<file path="src/rtl/craps_sequencer_if.sv">
// Roll/dice inputs and latched game-state outputs of craps_sequencer.
interface craps_sequencer_if;
  logic       roll;
  logic [2:0] die_a;
  logic [2:0] die_b;
  logic [2:0] die_a_q;
  logic [2:0] die_b_q;
  logic [3:0] point;
  logic       win;
  logic       loss;
  logic [3:0] win_count;
  logic [3:0] loss_count;
  logic       roll_err;

  modport master (
    output roll, die_a, die_b,
    input  die_a_q, die_b_q, point, win, loss, win_count, loss_count, roll_err
  );

  modport slave (
    input  roll, die_a, die_b,
    output die_a_q, die_b_q, point, win, loss, win_count, loss_count, roll_err
  );
endinterface

</file>
<file path="src/rtl/craps_sequencer.sv">
// Craps round sequencer: synchronised roll button, dice latch, IDLE/POINT/WIN/LOSE FSM.
// Define CRAPS_DEBOUNCE_EN to add a DB_CYCLES-cycle debounce filter on the roll level.
module craps_sequencer #(
  parameter logic [15:0] DB_CYCLES = 16'd50000
) (
  input logic             clock,
  input logic             reset,
  craps_sequencer_if.slave bus
);

  typedef enum logic [1:0] {StIdle, StPoint, StWin, StLose} state_e;

  state_e     state_q;
  logic       sync1_q, sync2_q;
  logic       level;
  logic       prev_q;
  logic [1:0] fill_q;
  logic       armed_q;
  logic       roll_event;
  logic [3:0] sum;
  logic       dice_ok;

  logic [2:0] latched_a_q, latched_b_q;
  logic [3:0] point_q;
  logic       win_q, loss_q;
  logic [3:0] win_count_q, loss_count_q;
  logic       roll_err_q;

  always_ff @(posedge clock or negedge reset) begin
    if (!reset) begin
      sync1_q <= 1'b0;
      sync2_q <= 1'b0;
    end else begin
      sync1_q <= bus.roll;
      sync2_q <= sync1_q;
    end
  end

`ifdef CRAPS_DEBOUNCE_EN
  logic        db_level_q;
  logic [15:0] db_cnt_q;

  always_ff @(posedge clock or negedge reset) begin
    if (!reset) begin
      db_level_q <= 1'b0;
      db_cnt_q   <= 16'd0;
    end else if (sync2_q != db_level_q) begin
      if (db_cnt_q + 16'd1 >= DB_CYCLES) begin
        db_level_q <= sync2_q;
        db_cnt_q   <= 16'd0;
      end else begin
        db_cnt_q <= db_cnt_q + 16'd1;
      end
    end else begin
      db_cnt_q <= 16'd0;
    end
  end

  assign level = db_level_q;
`else
  logic unused_db_cycles;
  assign unused_db_cycles = ^DB_CYCLES;
  assign level = sync2_q;
`endif

  // The synchroniser reads low for two cycles after reset whatever the pin does, so only
  // arm the edge detector once a genuinely released button has been seen.
  always_ff @(posedge clock or negedge reset) begin
    if (!reset) begin
      fill_q  <= 2'd0;
      armed_q <= 1'b0;
      prev_q  <= 1'b0;
    end else begin
      if (fill_q != 2'd2) begin
        fill_q <= fill_q + 2'd1;
      end
      if (fill_q == 2'd2 && !sync2_q && !level) begin
        armed_q <= 1'b1;
      end
      prev_q <= level;
    end
  end

  assign roll_event = level & ~prev_q & armed_q;
  assign sum        = {1'b0, bus.die_a} + {1'b0, bus.die_b};
  assign dice_ok    = (bus.die_a != 3'd0) && (bus.die_a != 3'd7) &&
                      (bus.die_b != 3'd0) && (bus.die_b != 3'd7);

  always_ff @(posedge clock or negedge reset) begin
    if (!reset) begin
      state_q      <= StIdle;
      latched_a_q  <= 3'd7;
      latched_b_q  <= 3'd7;
      point_q      <= 4'd0;
      win_q        <= 1'b0;
      loss_q       <= 1'b0;
      win_count_q  <= 4'd0;
      loss_count_q <= 4'd0;
      roll_err_q   <= 1'b0;
    end else begin
      roll_err_q <= 1'b0;
      if (roll_event) begin
        if (!dice_ok) begin
          roll_err_q <= 1'b1;
        end else begin
          latched_a_q <= bus.die_a;
          latched_b_q <= bus.die_b;
          unique case (state_q)
            StPoint: begin
              if (sum == point_q) begin
                state_q     <= StWin;
                win_q       <= 1'b1;
                loss_q      <= 1'b0;
                win_count_q <= win_count_q + 4'd1;
              end else if (sum == 4'd7) begin
                state_q      <= StLose;
                win_q        <= 1'b0;
                loss_q       <= 1'b1;
                loss_count_q <= loss_count_q + 4'd1;
              end
            end
            default: begin
              point_q <= 4'd0;
              case (sum)
                4'd7, 4'd11: begin
                  state_q     <= StWin;
                  win_q       <= 1'b1;
                  loss_q      <= 1'b0;
                  win_count_q <= win_count_q + 4'd1;
                end
                4'd2, 4'd3, 4'd12: begin
                  state_q      <= StLose;
                  win_q        <= 1'b0;
                  loss_q       <= 1'b1;
                  loss_count_q <= loss_count_q + 4'd1;
                end
                default: begin
                  state_q <= StPoint;
                  point_q <= sum;
                  win_q   <= 1'b0;
                  loss_q  <= 1'b0;
                end
              endcase
            end
          endcase
        end
      end
    end
  end

  assign bus.die_a_q    = latched_a_q;
  assign bus.die_b_q    = latched_b_q;
  assign bus.point      = point_q;
  assign bus.win        = win_q;
  assign bus.loss       = loss_q;
  assign bus.win_count  = win_count_q;
  assign bus.loss_count = loss_count_q;
  assign bus.roll_err   = roll_err_q;

  a_win_loss_exclusive: assert property (@(posedge clock) disable iff (!reset)
    !(win_q && loss_q));
  a_flags_match_state: assert property (@(posedge clock) disable iff (!reset)
    (win_q == (state_q == StWin)) && (loss_q == (state_q == StLose)));

endmodule

</file>
<file path="src/flat_wrapper.sv">
// flat-port wrapper written by rule: the top's interface ports become plain ports
module craps_sequencer_flat 
#(
  parameter logic [15:0] DB_CYCLES = 16'd50000
)
  (clock, reset, bus_roll, bus_die_a, bus_die_b, bus_die_a_q, bus_die_b_q, bus_point, bus_win, bus_loss, bus_win_count, bus_loss_count, bus_roll_err);
  craps_sequencer_if bus_i ();
  input logic clock;
  input logic reset;
  input wire logic [$bits(bus_i.roll)-1:0] bus_roll;
  input wire logic [$bits(bus_i.die_a)-1:0] bus_die_a;
  input wire logic [$bits(bus_i.die_b)-1:0] bus_die_b;
  output wire logic [$bits(bus_i.die_a_q)-1:0] bus_die_a_q;
  output wire logic [$bits(bus_i.die_b_q)-1:0] bus_die_b_q;
  output wire logic [$bits(bus_i.point)-1:0] bus_point;
  output wire logic [$bits(bus_i.win)-1:0] bus_win;
  output wire logic [$bits(bus_i.loss)-1:0] bus_loss;
  output wire logic [$bits(bus_i.win_count)-1:0] bus_win_count;
  output wire logic [$bits(bus_i.loss_count)-1:0] bus_loss_count;
  output wire logic [$bits(bus_i.roll_err)-1:0] bus_roll_err;
  assign bus_i.roll = bus_roll;
  assign bus_i.die_a = bus_die_a;
  assign bus_i.die_b = bus_die_b;
  assign bus_die_a_q = bus_i.die_a_q;
  assign bus_die_b_q = bus_i.die_b_q;
  assign bus_point = bus_i.point;
  assign bus_win = bus_i.win;
  assign bus_loss = bus_i.loss;
  assign bus_win_count = bus_i.win_count;
  assign bus_loss_count = bus_i.loss_count;
  assign bus_roll_err = bus_i.roll_err;
  craps_sequencer #(.DB_CYCLES(DB_CYCLES)) u_core (.clock(clock), .reset(reset), .bus(bus_i));
endmodule
</file>
<file path="config.mk">
export PLATFORM = sky130hd
export DESIGN_NAME = craps_sequencer_flat
export DESIGN_NICKNAME = d
export VERILOG_FILES = /design/src/rtl/craps_sequencer_if.sv /design/src/rtl/craps_sequencer.sv /design/src/flat_wrapper.sv
export SDC_FILE = /design/constraint.sdc
export NUM_CORES = 1
export LEC_CHECK = 0
export ABC_CLOCK_PERIOD_IN_PS = 4700
export BUFFER_PORTS_ARGS = -buffer_cell sky130_fd_sc_hd__buf_4
export CORE_MARGIN = 1.5
export CORE_UTILIZATION = 50
export DETAILED_ROUTE_END_ITERATION = 8
export GPL_TIMING_DRIVEN = 0
export PLACE_DENSITY = 0.76
export SLEW_MARGIN = 40
export SYNTH_ARGS = -nofsm -noshare
export SYNTH_HDL_FRONTEND = slang
export SYNTH_SLANG_ARGS = --single-unit
</file>
<file path="constraint.sdc">
create_clock -name clock -period 4.7 [get_ports clock]
set_input_delay 0.94 -clock clock [delete_from_list [all_inputs] [get_ports clock]]
set_output_delay 0.94 -clock clock [all_outputs]
set_load 0.02 [all_outputs]
</file>
# Word-level counts from Yosys, hierarchy flattened
# Index checks and enable logic that the tools add are counted.
# totals
ff_bits	29
input_bits	9
out_inout_bits	21
word_cells	77
# op_classes
addsub	4
eq_ne	15
mux	22
n_bitwise	4
n_reduce_logical	18
# ops
cell	n
$mux 4	8
$mux 1	10
$add 4x1->4 const B	2
$eq 4x2->1 const B	2
$eq 4x4->1 const B	2
$mux 2	3
$ne 3x3->1 const B	2
$reduce_and 3->1	2
$reduce_bool 3->1	2
$logic_and 1x1->1	5
$reduce_and 5->1	1
$reduce_or 5->1	1
$add 3x3->4	1
$eq 4x3->1 const B	1
$eq 4x4->1	1
$ne 2x1->1 const B	2
$ne 2x2->1 const B	2
$pmux 2 s2	1
$reduce_and 4->1	1
$reduce_bool 2->1	2
$ne 3x1->1 const B	1
$reduce_or 3->1	1
$add 2x1->2 const B	1
$and 1x1->1	2
other kinds (6)	7

# Longest topological paths before layout
# depth
depth_word	6
depth_mapped	7
mapped_depth_nobuf	7

# Worst setup path before layout
# OpenSTA, ideal clock, no wires.
# synth_timing
kind	input port to flip-flop
from	input port bus_die_b[0]
to	register u_core.loss_count_q[1] (netlist: u_core.bus.loss_count[1])
setup_ns	0.125
t_arrival_ns	3.043
slack_ns	1.532
path_stages	7
n_path_buf	0
path_cell_list	ha_1 -> fa_1 -> xnor2_1 -> a2111o_1 -> a2111oi_4 -> a41oi_2 -> mux2_4
# synth_via
elab_chain_len	5
elab_cells_between_ends	15
classes_between	add/sub: 1; eq/ne: 8; reduce/logical: 6
# synth_rtl
item	line_no	source
start: declaration	flat_wrapper.sv:12	input wire logic [$bits(bus_i.die_b)-1:0] bus_die_b;
$add 3x3->4	craps_sequencer.sv:85	assign sum = {1'b0, bus.die_a} + {1'b0, bus.die_b};
$eq 4x2->1 / $eq 4x4->1 (equally long branches)	craps_sequencer.sv:124	case (sum)
$reduce_or 3->1	craps_sequencer.sv:124	
$reduce_bool 2->1 (no line)	--	
$reduce_and 5->1 (no line) *	--	
end signal: assignment	craps_sequencer.sv:119	loss_count_q <= loss_count_q + 4'd1;
end signal: assignment	craps_sequencer.sv:135	loss_count_q <= loss_count_q + 4'd1;
end: declaration	craps_sequencer.sv:26	logic [3:0] win_count_q, loss_count_q;
# Mark *: on every way between the ends. The rest lies on a longest branch, timed or not.
# A chain may end at the register's enable or synchronous reset.

# Final worst setup path
# Ends and elaborated chain as after synthesis.

==> out/results.ini <==
[status]
status = finished clean

[placed_design]
place.port_buffers = 29
hpwl_um = 2340
gp_congestion = 0.838
placed_area_sq_mm = 0.00186
dp_cells = 229

[cts]
clock_latency_ps = 340
root_buffer = clkbuf_4
clockBufferDepth = 2
numCtsBuffers = 5
cts_resized = 0
cts_tree = built
postCtsHoldBufs = 0
cts_setup_buffers = 0
cts.sinks = 29
htree_levels = 2
clkTransAtPathRegs_ps = 90

[floorplan]
core_area_sq_mm = 0.00303
rows = 20
pin_count = 30
die_area_sq_mm = 0.00353
initial_utilization_pct = 52.5
die-height_um = 59.4
die_w_um = 59.4

[finish]
nets = 208
antenna_cells = 0
fin_area_sq_mm = 0.00192
stdcell_count = 237
syn2layout_area_growth_pct = 20.9
drive_above_1_share_pct = 24.4

[sta]
tightest_slew_ps = 528
hold_ws_ps = 354
setup_tns_ps = 0
timing.fmax_ghz = 0.319
fin_crit_ps = 3130
fin_crit_sh_pct = 66.6
maxSlewViolCount = 0
hold_violations = 0
fin_skew_ps = 9.23
slew_headroom_pct = 64.8
setup_viol = 0
rsz0062_at_grt = false

[global_route]
grt_overflow = 0
grt_pass1_wl_um = 5210
grt_max_degree = 30
grt_usage_pct = 20.3
grt_pass1_vias = 1157
grt_antenna_before_repair = 0

[worst_setup_path]
crit_type = in2reg
crit_arrival_ps = 3360
critPathLaunchType = input pin
cp_max_fo = 6
worstReg2RegStart = u_core.bus.point[2]
critPathRequiredTime_ps = 4920
rrSetupSlack_ps = 2550
end_kind = flip-flop
r2r_end = u_core.bus.win_count[1]
crit_start = bus_die_b[0]
worstSetupEndpoint = u_core.bus.loss_count[1]
reg2regPathDepth = 5

[detailed_routing]
via_per_inst = 5.37
dr.first_iter.drc_count = 36
vias = 1272
dr.pass1.iters = 4
drc = 0
wl_um = 3140
detail-route-antenna-nets = 0
wl_per_cell_um = 13.2

[logic_synthesis]
synth_edf_count = 0
yosys_register_bits = 29
yosysTopAreaCellShare_pct = 36.2
ys_top_cells_by_area = dfrtp_1 (36%), dfstp_2 (9.9%), nand2_1 (7.1%), ha_1 (4.7%), a21oi_1 (2.8%)
avgSynthCellArea_sq_um = 10.2
synth_cell_types = 45
synth-seq-area-share_pct = 46.1
synth_common_cells = nand2_1 (30), dfrtp_1 (23), a21oi_1 (9)
yosysWarnings = 0
syn-num-nets = 172
netlist_instances = 156
syn-cell-area_sq_mm = 0.00159
async_flop_share_pct = 100
yosysMostFrequentCell = nand2_1
synth_flop_cell = dfrtp_1
synth_top_cell_by_area = dfrtp_1

[min_path]
hold_class = reg2reg

[flow_run]
drv_cap = 0

[power]
finalPower_w = 0.000871
leakagePower_nw = 0.924
peakVddDrop_v = 0.000217
p_per_area_mw_per_mm2 = 453

per-layer routing:
| layer | track usage (%) | vias to the layer above | part of all wire [%] |
|---|---|---|---|
| met5 | 0 | - | 0 |
| met4 | 8.77 | 0 | 1.6 |
| met3 | 6.77 | 6 | 4.7 |
| met2 | 30.6 | 32 | 47 |
| met1 | 26.7 | 602 | 47 |
| li1 | - | 632 | - |
sequential cells by signal (all words and copies together), names as in the netlist:
name,cells
u_core.prev_q,1
u_core.state_q,2
u_core.level,1
u_core.armed_q,1
u_core.fill_q,2
u_core.bus.win_count,4
u_core.bus.loss_count,4
u_core.bus.die_b_q,3
u_core.bus.point,4
u_core.sync1_q,1
u_core.bus.win,1
u_core.bus.roll_err,1
u_core.bus.loss,1
u_core.bus.die_a_q,3
critical path: stages:
cell       delay (ps)
buf_4             120
ha_1              240
fa_1              470
xnor2_1           430
nand4_1           250
a2111oi_4         470
a41oi_2           100
mux2_4            330
worst min path at each step:
| stage | from | to | slack, ps | depth (start not counted) |
|---|---|---|---|---|
| after global routing | u_core.sync1_q | u_core.level | 370 | 0 |
| after global placement | u_core.sync1_q | u_core.level | 330 | 0 |
| after floorplan | u_core.sync1_q | u_core.level | 330 | 0 |
| final | u_core.sync1_q | u_core.level | 350 | 0 |
| after CTS | u_core.sync1_q | u_core.level | 360 | 0 |
| after detailed placement | u_core.sync1_q | u_core.level | 340 | 0 |
cell type report:
class,instances,area [sq um]
fill,253,1110
multi-input combinational,116,807
sequential,29,733
timing repair buffer,29,218
clock buffer,8,58.8
tap,44,55.1
buffer,5,26.3
inverter,6,22.5
layout by cell type, fill, tap and decap left out, types with 3 or more instances in the layout:
| cell type | instances |
|---|---|
| clkbuf_1 | 6 |
| nor3_1 | 3 |
| inv_1 | 6 |
| dfrtp_1 | 23 |
| xor2_1 | 5 |
| buf_4 | 29 |
| clkbuf_4 | 5 |
| xnor2_1 | 5 |
| o21ai_1 | 3 |
| dfstp_2 | 6 |
| nand2_1 | 30 |
| a21o_1 | 3 |
| nand3_1 | 8 |
| nor2b_1 | 3 |
| ha_1 | 6 |
| a21oi_1 | 9 |
| and3_1 | 6 |
power breakdown:
group          total (W)  switching [W]  internal, W  leakage, nW
combinational   0.000346       0.000192     0.000154        0.541
clock           0.000160      0.0000859    0.0000737       0.0326
sequential      0.000365      0.0000491     0.000316        0.351
cells by family after synthesis:
kind of cell,synth area share (%)
AOI/OAI and AO/OA,15.9
DFF,46.1
xor gates and xnor gates,7.01
buffers and inverters,3.07
and+or+nand+nor,19.6
muxes,2.28
adders and majority gates,5.98
per-stage QoR:
step / util, % / setup WS, ps
finish: 63.4 / 1570
global route: 63.4 / 1440
CTS: 63.4 / 1580
detailed placement: 61.5 / 1210
global placement: 61.5 / 1240
floorplan: - / 1530
(Power assumes the default switching activity.)
